## config.mk

```make
export PLATFORM = sky130hd
export DESIGN_NAME = pipe_stage_reg
export DESIGN_NICKNAME = d
export VERILOG_FILES = /design/src/rtl/pipe_stage_reg.sv
export SDC_FILE = /design/constraint.sdc
export NUM_CORES = 1
export LEC_CHECK = 0
export BUFFER_PORTS_ARGS = -buffer_cell sky130_fd_sc_hd__buf_2
export CAP_MARGIN = 10
export CORE_MARGIN = 4
export CORE_UTILIZATION = 48
export DETAILED_ROUTE_END_ITERATION = 8
export PLACE_DENSITY = 0.88
export SYNTH_ARGS = -nofsm -noshare
export SYNTH_HDL_FRONTEND = slang
export SYNTH_SLANG_ARGS = --single-unit
```

## constraint.sdc

```tcl
create_clock -name clk -period 3.1 [get_ports clk]
set_input_delay 0.775 -clock clk [delete_from_list [all_inputs] [get_ports clk]]
set_output_delay 0.775 -clock clk [all_outputs]
set_load 0.01 [all_outputs]
```

## src/rtl/pipe_stage_reg.sv

```systemverilog
// pipe_stage_reg
//   Generic inter-stage pipeline register with a valid bit, a flush that wins
//   over stall, bubble insertion, and a registered feedback flag that goes
//   back to the upstream stage.
//
//   Optional feature macro: PIPE_STAGE_REG_PERF_CNT_EN
//     adds saturating BUBBLE/HOLD/FLUSH event counters with a synchronous clear.
//
// Ports
//   clk        rising-edge clock
//   rst        asynchronous active-high reset
//   stall      global stall vector; bit STAGE = upstream, STAGE+1 = downstream
//   flush      kills this stage's contents
//   in_valid   upstream payload valid
//   in_data    upstream payload (DATA_W)
//   in_fb      upstream feedback flag
//   out_valid  registered valid
//   out_data   registered payload (NOP_VALUE when not valid)
//   out_fb     registered feedback flag, routed back upstream
//   perf_clr   (feature) synchronous counter clear
//   bubble_cnt (feature) BUBBLE edges seen, saturating
//   hold_cnt   (feature) HOLD edges seen, saturating
//   flush_cnt  (feature) FLUSH edges seen, saturating
module pipe_stage_reg #(
  parameter int unsigned         DATA_W    = 64,
  parameter int unsigned         STALL_W   = 6,
  parameter int unsigned         STAGE     = 2,
  parameter logic [DATA_W-1:0]   NOP_VALUE = {DATA_W{1'b0}},
  parameter int unsigned         CNT_W     = 32
) (
  input  logic               clk,
  input  logic               rst,
  input  logic [STALL_W-1:0] stall,
  input  logic               flush,
  input  logic               in_valid,
  input  logic [DATA_W-1:0]  in_data,
  input  logic               in_fb,
  output logic               out_valid,
  output logic [DATA_W-1:0]  out_data,
  output logic               out_fb
`ifdef PIPE_STAGE_REG_PERF_CNT_EN
  ,
  input  logic               perf_clr,
  output logic [CNT_W-1:0]   bubble_cnt,
  output logic [CNT_W-1:0]   hold_cnt,
  output logic [CNT_W-1:0]   flush_cnt
`endif
);

  generate
    if (STAGE + 1 >= STALL_W) begin : g_bad_stage
      $error("pipe_stage_reg: STAGE+1 must be less than STALL_W");
    end
  endgenerate

  typedef enum logic [1:0] {
    ACT_ADVANCE,
    ACT_BUBBLE,
    ACT_HOLD,
    ACT_FLUSH
  } act_e;

  logic up;
  logic dn;
  act_e act;

  assign up = stall[STAGE];
  assign dn = stall[STAGE+1];

  // Remaining stall bits belong to other stages.
  logic unused_stall;
  assign unused_stall = ^stall;

  // up=0/dn=1 is outside the stall controller's contract; it falls through
  // to ADVANCE.
  always_comb begin
    act = ACT_ADVANCE;
    if (flush)          act = ACT_FLUSH;
    else if (up && !dn) act = ACT_BUBBLE;
    else if (up)        act = ACT_HOLD;
  end

  logic              valid_q, valid_d;
  logic [DATA_W-1:0] data_q,  data_d;
  logic              fb_q,    fb_d;

  always_comb begin
    valid_d = valid_q;
    data_d  = data_q;
    fb_d    = fb_q;
    case (act)
      ACT_FLUSH, ACT_BUBBLE: begin
        valid_d = 1'b0;
        data_d  = NOP_VALUE;
        fb_d    = 1'b0;
      end
      ACT_ADVANCE: begin
        valid_d = in_valid;
        data_d  = in_valid ? in_data : NOP_VALUE;
        fb_d    = in_fb;
      end
      default: ;
    endcase
  end

  always_ff @(posedge clk or posedge rst) begin
    if (rst) begin
      valid_q <= 1'b0;
      data_q  <= NOP_VALUE;
      fb_q    <= 1'b0;
    end else begin
      valid_q <= valid_d;
      data_q  <= data_d;
      fb_q    <= fb_d;
    end
  end

  assign out_valid = valid_q;
  assign out_data  = data_q;
  assign out_fb    = fb_q;

`ifdef PIPE_STAGE_REG_PERF_CNT_EN
  logic [CNT_W-1:0] bubble_q, bubble_d;
  logic [CNT_W-1:0] hold_q,   hold_d;
  logic [CNT_W-1:0] flush_q,  flush_d;

  function automatic logic [CNT_W-1:0] sat_inc(input logic [CNT_W-1:0] v);
    return (v == '1) ? v : v + CNT_W'(1);
  endfunction

  always_comb begin
    bubble_d = bubble_q;
    hold_d   = hold_q;
    flush_d  = flush_q;
    if (perf_clr) begin
      bubble_d = '0;
      hold_d   = '0;
      flush_d  = '0;
    end else begin
      case (act)
        ACT_BUBBLE: bubble_d = sat_inc(bubble_q);
        ACT_HOLD:   hold_d   = sat_inc(hold_q);
        ACT_FLUSH:  flush_d  = sat_inc(flush_q);
        default: ;
      endcase
    end
  end

  always_ff @(posedge clk or posedge rst) begin
    if (rst) begin
      bubble_q <= '0;
      hold_q   <= '0;
      flush_q  <= '0;
    end else begin
      bubble_q <= bubble_d;
      hold_q   <= hold_d;
      flush_q  <= flush_d;
    end
  end

  assign bubble_cnt = bubble_q;
  assign hold_cnt   = hold_q;
  assign flush_cnt  = flush_q;
`endif

`ifndef SYNTHESIS
  a_monotonic_stall: assert property (@(posedge clk) disable iff (rst) !(dn && !up))
    else $error("pipe_stage_reg: non-monotonic stall (up=0, dn=1)");
`endif

endmodule

```

## Word-level counts from Yosys, hierarchy flattened

Index checks and enable logic that the tools add are counted.

- Equal/unequal tests: 2
- Reductions and logical operators: 5
- Muxes and demuxes: 7

Operators with widths:

| operator | number |
|---|---|
| $pmux 64 s2 | 1 |
| $mux 64 | 1 |
| $mux 2 | 3 |
| $pmux 1 s2 | 2 |
| $eq 2x1->1 const B | 1 |
| $eq 2x2->1 const B | 1 |
| $logic_not 2->1 | 1 |
| $reduce_bool 2->1 | 1 |
| $reduce_or 2->1 | 1 |
| $logic_and 1x1->1 | 1 |
| $logic_not 1->1 | 1 |

- Logic and storage cells: 17
- Bits of input ports: 75
- Register bits: 66

## Longest topological paths before layout

- Depth after elaboration: 7
- Depth in mapped cells: 5

## Least setup slack after synthesis

OpenSTA, ideal clock, no wires.

- Path type: in2reg
- Start: in stall[3]
- End: reg data_q[23] (netlist: out_data[23])
- Path buffers: 3
- Library setup time: 0.133 ns
- Setup slack: 1.558 ns
- Cell stages on the path: 5
- Data arrival time: 1.409 ns
- Cell sequence: buf_2 -> nand2b_1 -> buf_2 -> buf_4 -> o32ai_2

- Longest elaborated chain between the ends: 7
- Elaborated cells between the ends (all ways): 10

Ends and longest elaborated chain:

| item | line | source |
|---|---|---|
| start, declared | 33 | `input logic [STALL_W-1:0] stall,` |
| $logic_not 1->1 (*) | 79 | `else if (up && !dn) act = ACT_BUBBLE;` |
| $logic_and 1x1->1 (*) | 79 |  |
| $mux 2 (*) | 79 |  |
| $mux 2 (*) | 78 | `if (flush) act = ACT_FLUSH;` |
| $eq 2x2->1 / $eq 2x1->1 (equally long branches) | 91 | `case (act)` |
| $reduce_or 2->1 | 91 |  |
| $pmux 64 s2 / $reduce_bool 2->1 (equally long branches) | -- |  |
| end signal, assigned | 113 | `data_q <= data_d;` |
| end, declared | 84 | `logic [DATA_W-1:0] data_q, data_d;` |

Every way passes the cells marked *; elsewhere a longest branch is shown, timed or not.
A chain may end at the register's enable or synchronous reset.

## Final worst setup path

- Start: in flush
- End: reg data_q[14] (netlist: out_data[14])

- Longest elaborated chain between the ends: 4
- Elaborated cells between the ends (all ways): 7

Ends and longest elaborated chain:

| item | line | source |
|---|---|---|
| start, declared | 34 | `input logic flush,` |
| $mux 2 (*) | 78 |  |
| $eq 2x2->1 / $eq 2x1->1 (equally long branches) | 91 |  |
| $reduce_or 2->1 | 91 |  |
| $pmux 64 s2 / $reduce_bool 2->1 (equally long branches) | -- |  |

Marked as above.

==> metrics.txt <==
status finished clean; period utilization ~70%; number of distinct library cells after synthesis 14; initial antenna violation count 0; setup violators final 0; post-synthesis mux area share 0%; logic gate share of total power 15.0%; IO Count between 100 and 150; largest family of logic cells by synthesized area compound AO/OA/AOI/OAI gates; Synth top area share between 40% and 50%; mapped cell area around 3400 µm²; Clock Path Buffers 2; P_int approximately 1.3 mW; Antenna Cells 0; vias between 2,000 and 3,000; CTS Sinks 66; pwr dens around 420 nW/µm²; syn_area_per_cell about 11 µm²; worst reg2reg path depth 2; first-pass GRT wire length roughly 14,000 µm; top cells by count, synth 66 x dfrtp_1, 64 x inv_1, 63 x nand2_1; First-pass DRT Iterations 4; Worst EP required roughly 3300 ps; Worst-Margin Slew 867 ps; vias in the first global route approximately 2,900; clock power share about a third; setup_tns 0 ps; Synth warnings 0; 1st-iter DRT viols 86; hold slack about 530 ps; fin crit period 2130 ps; Post-Layout Cell Count 520; Hold WC Path Type flip-flop to flip-flop; Synth Net Count between 300 and 400; Yosys top cell by area dfrtp_1; die area 8500 µm²; largest net degree at the start of global routing 41; leakage 2.18 nW; Max Clk Rate roughly 470 MHz; die height slightly above 90 µm; Clock Skew 0 ps; ranking of synthesized cells by area dfrtp_1 49%, o32ai_2 28%, inv_1 7.1%; CP endpoint kind flip-flop; WP data arrival roughly 2300 ps; GPL Wtd Cong ~0.70; I/O Buffers 136; GRT Util Overall approximately 20%; Max H-tree Level 3; Final Hold Viols 0; CTS Root Cell clkbuf_8; switching share of power 26.8%; max_slew headroom around 42%; CTS resizes 0; FILL cells between 600 and 700; Area Growth Syn to Fin 24.3%; final wirelength slightly above 8000 µm; Synth async-reset ratio 100%; maxcap violations 0; startpoint types primary input; RSZ-0062 raised after global routing no; CTS tree done; Final Max Tran Viols 0; CP Max Fanout 35; worst skew pair latency roughly 320 ps; Std-Cell Rows 30; IR drop worst, VDD 0.294 mV; Synth Area in Compound Gates about 30%; CTS Hold Bufs 0; register bit total from synthesis 66; HPWL after DPL 5560 µm; fin util between 60% and 70%; sequential area share after synthesis around half; r2r setup slk 2380 ps; CTS Buf Count 9; register share of total power 50.7%; share of layout cells above drive strength 1 just over 50%; Setup Fix Bufs, Post-CTS 0; switching power around 480 µW; post-synthesis simple-gate area fraction 8.57%; GR Overflow Total 0; hold depth 2; Top FF cell, synth dfrtp_1; DRC violations left 0; synthesized-area fraction occupied by adder cells 0%; EDFF count, synth 0; number of vias per cell slightly above 5; Tot Pwr between 1.5 and 2 mW; Routed Antenna Nets 0; drt wl/cell approximately 15 µm; Core Box Area ~7000 µm²; final net count just under 500; xor-xnor portion of the synthesized cell area 0%; Syn Inst Count roughly 300; Die X between 90 and 100 µm; Setup CP Type primary input to flip-flop; Placed Cells roughly 500; Reg clk slew, reported paths ~70 ps; Initial Util between 40% and 50%; most common cell in the netlist dfrtp_1
[worst paths after layout]
check | from | to
min in group asynchronous | rst | out_data[51]
worst min-delay path | out_data[60] | out_data[60]
worst min register to register | out_data[60] | out_data[60]
worst max-delay path | flush | out_data[14]
worst max register to register | out_data[14] | out_data[14]
max in group asynchronous | rst | out_data[49]
[flip-flops by register name (all words and copies together), names as in the netlist]
| register | count |
|---|---|
| out_valid | 1 |
| out_fb | 1 |
| out_data | 64 |
[power by group through the flow]
stage	clock network [mW]	registers (mW)	logic, mW
2_1_floorplan	0	0.932	0.165
3_3_place_gp	0	0.918	0.264
3_5_place_dp	0	0.919	0.273
4_1_cts	0.634	0.903	0.273
5_1_grt	0.671	0.906	0.295
6_report	0.611	0.903	0.267
[cells by family (layout without fill, tap and decap cells)]
kind of cell | count (synthesis) | count (layout)
and+or+nand+nor | 71 | 71
AOI/OAI and AO/OA | 66 | 66
buffers and inverters | 93 | 221
DFF | 66 | 66
[layer usage]
metal	GRT usage, %	routed length, µm
met1	23.1	3160
met2	35.9	4260
met3	5.33	591
met4	5.82	40
met5	0	0
[critical path, cell delays in order]
cell and delay, ps:
buf_4 440, nand2b_2 800, o32ai_1 230
[cell type report]
type	count	area, µm²	area share [%]
multi-input combinational	137	1310	30.9
clock buffer	13	149	3.52
inverter	64	240	5.68
timing repair buffer	141	746	17.6
sequential	66	1650	39.1
tap	96	120	2.84
clock inverter	3	15.0	0.355
[through the flow]
step / cell area (µm²) / setup slack [ps]
2_1_floorplan: 3400 / 670
3_3_place_gp: 4060 / 684
3_5_place_dp: 4060 / 573
4_1_cts: 4230 / 936
5_1_grt: 4230 / 849
6_report: 4230 / 972
[cell usage in the layout (no fill, tap or decap), types with 2 or more instances in the layout]
master | Yosys | final
inv_1 | 64 | 63
nand2_1 | 63 | 63
clkbuf_8 | 0 | 10
dfrtp_1 | 66 | 66
buf_12 | 0 | 2
nand2b_2 | 0 | 2
clkinv_2 | 0 | 3
o32ai_1 | 4 | 4
a21oi_1 | 3 | 3
clkbuf_1 | 4 | 3
buf_4 | 7 | 4
nand3_1 | 3 | 3
buf_2 | 10 | 135
o32ai_2 | 59 | 59
Note: power is estimated with default switching activity, not from simulation.
